$ cat config.mk
export PLATFORM = sky130hd
export DESIGN_NAME = fetch_unit_flat
export DESIGN_NICKNAME = d
export VERILOG_FILES = /design/src/rtl/fetch_unit_pkg.sv /design/src/rtl/fetch_unit_if.sv /design/src/rtl/fetch_unit_if_id_reg.sv /design/src/rtl/fetch_unit.sv /design/src/flat_wrapper.sv
export SDC_FILE = /design/constraint.sdc
export NUM_CORES = 1
export LEC_CHECK = 0
export BUFFER_PORTS_ARGS = -buffer_cell sky130_fd_sc_hd__buf_2
export CORE_UTILIZATION = 57
export CTS_BUF_LIST = sky130_fd_sc_hd__clkbuf_16
export DETAILED_ROUTE_END_ITERATION = 7
export PLACE_DENSITY_LB_ADDON = 0.3
export SYNTH_ARGS = -nofsm -noshare
export SYNTH_HDL_FRONTEND = slang
export SYNTH_SLANG_ARGS = --single-unit
$ cat constraint.sdc
create_clock -name clk -period 2.8 [get_ports clk]
set_input_delay 0 -clock clk [delete_from_list [all_inputs] [get_ports clk]]
set_output_delay 0 -clock clk [all_outputs]
set_load 0.03 [all_outputs]
$ cat src/rtl/fetch_unit_pkg.sv
// Shared definitions for the instruction-fetch stage of the five-stage pipeline.
package fetch_unit_pkg;

  localparam int INSTR_W = 32;
  localparam int OPC_LSB = 26;

  localparam logic [5:0]         OP_HALT   = 6'b111111;
  localparam logic [INSTR_W-1:0] NOP_INSTR = '0;

  typedef enum logic [1:0] {
    IDLE,
    REQ,
    HOLD,
    HALT
  } fetchState_t;

endpackage

$ cat src/rtl/fetch_unit_if.sv
// Instruction-memory request/response bundle between the fetch stage and imem.
interface fetch_unit_if;
  import fetch_unit_pkg::*;

  logic               imem_req;
  logic [INSTR_W-1:0] imem_addr;
  logic               imem_ack;
  logic [INSTR_W-1:0] imem_rdata;

  modport master (
    output imem_req,
    output imem_addr,
    input  imem_ack,
    input  imem_rdata
  );

  modport slave (
    input  imem_req,
    input  imem_addr,
    output imem_ack,
    output imem_rdata
  );

endinterface

$ cat src/rtl/fetch_unit_if_id_reg.sv
// IF/ID pipeline register: holds when not written, a bubble clears instr/valid but keeps pc4.
module if_id_reg
  import fetch_unit_pkg::*;
(
  input  logic               clk,
  input  logic               rst_n,
  input  logic               writeEn,
  input  logic               bubble,
  input  logic [INSTR_W-1:0] instrIn,
  input  logic [31:0]        pc4In,
  output logic [INSTR_W-1:0] instr,
  output logic [31:0]        pc4,
  output logic               valid
);

  always_ff @(posedge clk) begin
    if (!rst_n) begin
      instr <= NOP_INSTR;
      pc4   <= '0;
      valid <= 1'b0;
    end else if (writeEn) begin
      if (bubble) begin
        instr <= NOP_INSTR;
        valid <= 1'b0;
      end else begin
        instr <= instrIn;
        pc4   <= pc4In;
        valid <= 1'b1;
      end
    end
  end

endmodule

$ cat src/rtl/fetch_unit.sv
// Instruction-fetch stage: owns the PC, talks to instruction memory and writes IF/ID.
module fetch_unit
  import fetch_unit_pkg::*;
#(
  parameter logic [31:0] RESET_PC    = 32'h0000_0000,
  parameter logic [5:0]  HALT_OPCODE = OP_HALT
) (
  input  logic               clk,
  input  logic               rst_n,
  input  logic               pc_enable,
  input  logic               if_enable,
  input  logic               redirect,
  input  logic [31:0]        redirect_pc,
  fetch_unit_if.master       imem,
  output logic [INSTR_W-1:0] instr_id,
  output logic [31:0]        pc4_id,
  output logic               valid_id,
  output logic               fin,
  output logic               fetch_busy
);

  fetchState_t        state;
  fetchState_t        nextState;
  logic [31:0]        pcQ;
  logic [INSTR_W-1:0] holdBuf;
  logic               dropQ;

  logic               adv;
  logic               liveAck;
  logic               loadWord;
  logic               haltWord;
  logic               ifWrite;
  logic               ifBubble;
  logic [INSTR_W-1:0] wordIn;
  logic [31:0]        pcPlus4;

  // A response only counts when it is not the stale answer to a redirected fetch.
  assign adv      = pc_enable & if_enable;
  assign pcPlus4  = pcQ + 32'd4;
  assign liveAck  = (state == REQ) & imem.imem_ack & ~dropQ;
  assign wordIn   = (state == HOLD) ? holdBuf : imem.imem_rdata;
  assign loadWord = ~redirect & adv & (liveAck | (state == HOLD));
  assign haltWord = loadWord & (wordIn[INSTR_W-1:OPC_LSB] == HALT_OPCODE);

  always_ff @(posedge clk) begin
    if (!rst_n) begin
      state <= IDLE;
    end else begin
      state <= nextState;
    end
  end

  always_comb begin
    nextState = state;
    case (state)
      IDLE: nextState = REQ;
      REQ: begin
        if (redirect) begin
          nextState = REQ;
        end else if (haltWord) begin
          nextState = HALT;
        end else if (liveAck && !adv) begin
          nextState = HOLD;
        end
      end
      HOLD: begin
        if (redirect) begin
          nextState = REQ;
        end else if (haltWord) begin
          nextState = HALT;
        end else if (adv) begin
          nextState = REQ;
        end
      end
      HALT:    nextState = HALT;
      default: nextState = IDLE;
    endcase
  end

  // A redirect flushes IF/ID even under a stall; otherwise an empty slot becomes a bubble.
  always_comb begin
    imem.imem_req = 1'b0;
    ifWrite       = 1'b0;
    ifBubble      = 1'b0;
    if (state == REQ || state == HOLD) begin
      imem.imem_req = (state == REQ) & ~dropQ;
      if (redirect) begin
        ifWrite  = 1'b1;
        ifBubble = 1'b1;
      end else if (loadWord) begin
        ifWrite  = 1'b1;
      end else if (if_enable) begin
        ifWrite  = 1'b1;
        ifBubble = 1'b1;
      end
    end
  end

  assign imem.imem_addr = pcQ;
  assign fin            = (state == HALT);
  assign fetch_busy     = (state == REQ) & imem.imem_req & ~imem.imem_ack;

  always_ff @(posedge clk) begin
    if (!rst_n) begin
      pcQ     <= RESET_PC;
      holdBuf <= '0;
      dropQ   <= 1'b0;
    end else if (state == REQ || state == HOLD) begin
      if (redirect) begin
        pcQ   <= redirect_pc;
        dropQ <= (state == REQ) & ~imem.imem_ack;
      end else begin
        if (loadWord) begin
          pcQ <= pcPlus4;
        end
        if (state == REQ && imem.imem_ack) begin
          dropQ <= 1'b0;
        end
        if (liveAck && !adv) begin
          holdBuf <= imem.imem_rdata;
        end
      end
    end
  end

  if_id_reg ifIdReg (
    .clk     (clk),
    .rst_n   (rst_n),
    .writeEn (ifWrite),
    .bubble  (ifBubble),
    .instrIn (wordIn),
    .pc4In   (pcPlus4),
    .instr   (instr_id),
    .pc4     (pc4_id),
    .valid   (valid_id)
  );

endmodule

$ cat src/flat_wrapper.sv
// flat-port wrapper written by rule: the top's interface ports become plain ports
module fetch_unit_flat import fetch_unit_pkg::*;
#(
  parameter logic [31:0] RESET_PC    = 32'h0000_0000,
  parameter logic [5:0]  HALT_OPCODE = OP_HALT
)
  (clk, rst_n, pc_enable, if_enable, redirect, redirect_pc, instr_id, pc4_id, valid_id, fin, fetch_busy, imem_imem_req, imem_imem_addr, imem_imem_ack, imem_imem_rdata);
  fetch_unit_if imem_i ();
  input  logic clk;
  input  logic rst_n;
  input  logic pc_enable;
  input  logic if_enable;
  input  logic redirect;
  input  logic [31:0] redirect_pc;
  output logic [INSTR_W-1:0] instr_id;
  output logic [31:0] pc4_id;
  output logic valid_id;
  output logic fin;
  output logic fetch_busy;
  output wire logic [$bits(imem_i.imem_req)-1:0] imem_imem_req;
  output wire logic [$bits(imem_i.imem_addr)-1:0] imem_imem_addr;
  input wire logic [$bits(imem_i.imem_ack)-1:0] imem_imem_ack;
  input wire logic [$bits(imem_i.imem_rdata)-1:0] imem_imem_rdata;
  assign imem_imem_req = imem_i.imem_req;
  assign imem_imem_addr = imem_i.imem_addr;
  assign imem_i.imem_ack = imem_imem_ack;
  assign imem_i.imem_rdata = imem_imem_rdata;
  fetch_unit #(.RESET_PC(RESET_PC), .HALT_OPCODE(HALT_OPCODE)) u_core (.clk(clk), .rst_n(rst_n), .pc_enable(pc_enable), .if_enable(if_enable), .redirect(redirect), .redirect_pc(redirect_pc), .imem(imem_i), .instr_id(instr_id), .pc4_id(pc4_id), .valid_id(valid_id), .fin(fin), .fetch_busy(fetch_busy));
endmodule
* Word level (Yosys, flattened, before mapping)
Cells that the tools add are included.
** Storage, ports and cells
- Output and inout bits :: 100
- Bits of input ports :: 70
- Flip-flop bits (word level) :: 132
** Cells by class
- Equality and inequality tests :: 6
- Reduce and logical (&&, ||, !) cells :: 12
- Muxes and demuxes :: 22
- Add/subtract/negate cells :: 1
- Bitwise operators :: 15
** Operators with widths (count)
- 32-bit 2-to-1 mux :: 4
- 32-bit by 3-bit adder with 32-bit output (second input constant) :: 1
- 2-bit 2-to-1 mux :: 6
- 1-bit 2-to-1 mux :: 11
- 1-bit AND :: 10
- 4-bit by 2-bit inequality test with 1-bit output (second input constant) :: 2
- 2-bit case mux with 4 select lines :: 1
- 2-bit AND reduction :: 4
- 6-bit equality test (second input constant) :: 1
- 2-bit equality test (second input constant) :: 2
- 1-bit NOT :: 4
- 2-bit nonzero test :: 2
- 3-bit AND reduction :: 1
- 2-bit by 1-bit equality test with 1-bit output (second input constant) :: 1
- 1-bit logical AND :: 2
- 2-bit zero test :: 1
- 1-bit zero test :: 1
- 1-bit logical OR :: 1
- 1-bit OR :: 1

* Depth between registers and ports, before layout
- Depth in word-level cells :: 10
- Mapped depth :: 9

* Hierarchy
From an unflattened synthesis, not the netlist that was laid out.
** Second synthesis, totals
- Cell total of the unflattened synthesis :: 804
- Area, all modules :: 6678.9 µm²
** Modules (own cells, without submodules)
- fetch_unit :: times used 1, area each 4107.7 µm², cells an instance 519
- if_id_reg :: times used 1, area each 2571.2 µm², cells an instance 285

* Least setup slack after synthesis
Ideal clock, no wire load.
- Kind :: reg-to-reg
- Start :: reg u_core.state[0]
- End :: reg u_core.holdBuf[30]
- Data arrival time :: 1972 ps
- Required time :: 2729 ps
- Stages on the path, launching flop included :: 10
- Path buffers :: 3
- Path slack :: 758 ps
- Library setup time :: 71 ps
- Cells stage by stage :: dfxtp_1 -> inv_1 -> ha_1 -> buf_2 -> and3b_1 -> and4_1 -> clkbuf_1 -> buf_2 -> nand2_1 -> a21oi_1
** On the way
- Cells in the longest elaborated chain, start to end :: 5
- Elaborated cells between the ends (all ways) :: 7
** RTL lines
- start, declared :: RTL line fetch_unit.sv:22 : fetchState_t state;
- start signal, assigned :: RTL line fetch_unit.sv:49 : state <= nextState;
- 2-bit by 1-bit equality test with 1-bit output :: RTL line fetch_unit.sv:40, fetch_unit.sv:108
- 1-bit AND (2 in a row) :: RTL line fetch_unit.sv:40 : assign liveAck = (state == REQ) & imem.imem_ack & ~dropQ;
- 1-bit logical AND :: RTL line fetch_unit.sv:119 : if (liveAck && !adv) begin
- 3-bit AND reduction (no line) *
- end signal, assigned :: RTL line fetch_unit.sv:120 : holdBuf <= imem.imem_rdata;
- end, declared :: RTL line fetch_unit.sv:25 : logic [INSTR_W-1:0] holdBuf;
Every way passes the cells marked *; elsewhere a longest branch is shown, timed or not.
A chain may end at the register's enable or synchronous reset.

* Final worst setup path
- Start :: reg u_core.state[0]
- End :: reg u_core.ifIdReg.pc4[20]
** On the way
- Cells in the longest elaborated chain, start to end :: 10
- Elaborated cells between the ends (all ways) :: 15
** RTL lines
- 2-bit by 1-bit equality test with 1-bit output :: RTL line fetch_unit.sv:40, fetch_unit.sv:85
- 1-bit AND (2 in a row) :: RTL line fetch_unit.sv:40
- 1-bit OR :: RTL line fetch_unit.sv:42 : assign loadWord = ~redirect & adv & (liveAck | (state == HOLD));
- 1-bit AND :: RTL line fetch_unit.sv:42
- 1-bit 2-to-1 mux :: RTL line fetch_unit.sv:90 : end else if (loadWord) begin
- 1-bit 2-to-1 mux :: RTL line fetch_unit.sv:87 : if (redirect) begin
- 1-bit 2-to-1 mux :: RTL line fetch_unit.sv:85 : if (state == REQ || state == HOLD) begin
- 1-bit NOT (no line)
- 2-bit AND reduction (no line) *
- end signal, assigned :: RTL line fetch_unit_if_id_reg.sv:27 : pc4 <= pc4In;
- end, declared :: RTL line fetch_unit_if_id_reg.sv:12 : output logic [31:0] pc4,
Marked as above.

==> flow_metrics.tcl <==
set metrics [dict create \
    worstHoldStart "redirect_pc[25]" \
    antenna_cells 0 \
    ys_warn_count 0 \
    min_period_over_period 0.8266 \
    rsz0062_at_grt "no" \
    final.min_clock_period_ns 2.315 \
    finish.utilization 0.7872 \
    worst_pin_slew_ns 0.6169 \
    drt_iter0_markers 507 \
    synth-main-ff-cell "dfxtp_1" \
    syn_area_per_cell_um2 8.130 \
    maxSlewViolCount 0 \
    area_delta_synth_final_pct 33.95 \
    crit_buf_inv 2 \
    r2r_start "u_core.state[0]" \
    first_global_vias 6228 \
    antenna_found_initial 0 \
    synth_top_family_by_area "simple AND/OR/NAND/NOR gates" \
    p_sw_mw 1.422 \
    nFillCells 739 \
    yosysSeqAreaShare 0.4130 \
    clock.fmax_ghz 0.4320 \
    clkPwrFrac 0.461 \
    synth_compound_area_frac 0.2032 \
    cts-root-buf "clkbuf_16" \
    wire_per_inst_um 16.27 \
    die_height_um 108.0 \
    p_per_area_mw_per_mm2 602.0 \
    crit_path_top_delay_cell "ha_1" \
    initial_core_util 0.5877 \
    port_buffers 169 \
    synth-xor-area-share 0.03833 \
    synthAdderAreaFrac 0.009777 \
    finalWirelength_um 18550 \
    cp.required_ns 3.12 \
    rows 38 \
    first_pass_iters 5 \
    mostFrequentLayoutCells "buf_2, dfxtp_1, nor2_1" \
    leakage_nw 3.465 \
    grtUsageTotal 0.3246 \
    antenna_left 0 \
    hold_violations 0 \
    ctsHoldBuffers 62 \
    mostFrequentLayoutCell "buf_2" \
    dr_total_vias 6553 \
    path_class "register to register" \
    synth_cell_types 63 \
    die_x_um 108.0 \
    slowest_delay_ns 0.56 \
    cts_tree "yes" \
    die_area_mm2 0.01165 \
    grt_max_degree 108 \
    min-delay-path-class "input pin to register" \
    vdd_drop_max_mv 0.5943 \
    cts_htree_levels 4 \
    clockBufferDepth 2 \
    drive_gt1_frac 0.2400 \
    place_congestion 0.8323 \
    slew_headroom 0.5862 \
    via_per_inst 5.748 \
    setup_viol 0 \
    path_cells "inv_1 -> ha_1 -> o311ai_4 -> nor2_4 -> buf_12 -> o21ai_1 -> a21oi_1" \
    cts_resized 0 \
    clock_skew_ns 0.008796 \
    timing.setup.tns_ns 0 \
    placedCellCount 1046 \
    async_reset_ff_frac 0 \
    p_sw_frac 0.2757 \
    p_int_mw 3.737 \
    worstSkewPairLatency_ns 0.43 \
    route.detailed.drc 0 \
    worstSetupStartpointType "register" \
    grt_pass1_wl_um 29790 \
    crit_path_end_kind "register" \
    path_clk_slew_ns 0.06 \
    grt-ovfl-total 0 \
    core_area_mm2 0.01089 \
    clkSinkCount 132 \
    synthSimpleGateAreaFrac 0.2346 \
    critPathTopFamily "adder cells" \
    cts_buffers 17 \
    arrival_ns 2.63 \
    netlist_area_mm2 0.006399 \
    syn-instance-count 787 \
    synth_edf_count 0 \
    hpwlAfterDp_um 11030 \
    crit_start "u_core.state[0]" \
    post-cts-setup-buffers 0 \
    synth_fp_nets 862 \
    ys_ff_latch 132 \
    synth_mux_area_frac 0.05319 \
    power_frac_comb 0.145 \
    seqPwrFrac 0.394 \
    critPathMaxFanout 19 \
    io-pin-count 170 \
    nets 1062 \
    drv_cap 0 \
    status "finished clean" \
    final_cell_count_no_fill 1140 \
]
## cells by family after synthesis
logic type | count (synthesis)
buffers and inverters | 71
flip-flops | 132
adder cells (fa/ha/maj) | 5
multiplexers | 34
AO/OA/AOI/OAI | 214
XOR/XNOR | 28
AND/OR/NAND/NOR | 303
## cell usage after synthesis (all sizes together), types with 2 or more instances
cell type  count  area share
a31o           2      0.0027
and4           6      0.0090
nor2         110       0.066
a211oi        17       0.020
a311oi         2      0.0027
o21ai         40       0.031
o41ai          3      0.0041
o31ai          3      0.0035
nor2b          2      0.0020
clkbuf        36       0.022
xnor2         22       0.030
o31a           2      0.0027
o2111ai        2      0.0027
xor2           6      0.0082
o22ai          4      0.0039
buf           28       0.022
a21oi         99       0.078
and3           4      0.0041
mux2i         34       0.053
and2           6      0.0059
or3            3      0.0029
a22o           6      0.0082
dfxtp        132        0.41
a22oi         15       0.018
a31oi          5      0.0049
nor4           8       0.018
o21a           6      0.0070
ha             5      0.0098
nand3         21       0.018
nand2        108       0.063
nand3b         3      0.0035
and3b          2      0.0027
nand2b         2      0.0020
inv            6      0.0035
nor3          13       0.013
nand4         13       0.018
## state kept, by name (all words and copies together) (netlist names)
register,flops
u_core.holdBuf,32
u_core.ifIdReg.instr,32
u_core.ifIdReg.pc4,32
u_core.imem.imem_addr,32
u_core.state,2
u_core.dropQ,1
u_core.ifIdReg.valid,1
## tightest hold or removal path, cell delays in order
cell     delay [ns]
buf_2          0.09
mux2i_1        0.09
a21oi_1        0.13
o21a_1         0.10
## layer usage
layer	GRT usage	vias to the layer above	share of wire
li1	-	3169	-
met1	0.3868	3078	0.41
met2	0.5564	271	0.50
met3	0.07655	35	0.067
met4	0.1389	0	0.021
met5	0	-	0
## power by group through the flow
| stage | Sequential, mW | Combinational, mW | Clock, mW |
|---|---|---|---|
| CTS | 2.03 | 0.733 | 2.38 |
| global placement | 2.07 | 0.656 | 0 |
| global route | 2.04 | 0.806 | 2.48 |
| detailed placement | 2.07 | 0.663 | 0 |
| floorplan | 2.16 | 0.349 | 0 |
| finish | 2.03 | 0.746 | 2.38 |
## final timing paths
| check | slack, ns | cells after the start | end |
|---|---|---|---|
| worst max-delay path | 0.49 | 7 | u_core.ifIdReg.pc4[20] |
| worst min-delay path | 0.02 | 4 | u_core.imem.imem_addr[25] |
| worst max register to register | 0.49 | 7 | u_core.ifIdReg.pc4[20] |
| worst min register to register | 0.45 | 2 | u_core.holdBuf[30] |
## final cells by class
type,instances,area (um2),share of cell area
clock inverter,15,205.2,0.02394
tap,140,175.2,0.02044
sequential,132,2643,0.3083
timing repair buffer,245,1622,0.1892
inverter,7,27.53,0.003212
multi-input combinational,584,3473,0.4053
clock buffer,17,425.4,0.04964
## stage by stage
step | hold WS [ns] | cell area, um2 | setup slack (ns) | power (mW)
global route | 0.03652 | 8571 | 0.3645 | 5.328
detailed placement | 0.2537 | 7320 | 0.6227 | 2.733
finish | 0.02389 | 8571 | 0.4855 | 5.160
CTS | 0.01702 | 8571 | 0.6154 | 5.142
floorplan | 0.1096 | 6399 | 0.7578 | 2.513
global placement | 0.2477 | 7320 | 0.7068 | 2.724
(Power assumes the default switching activity.)
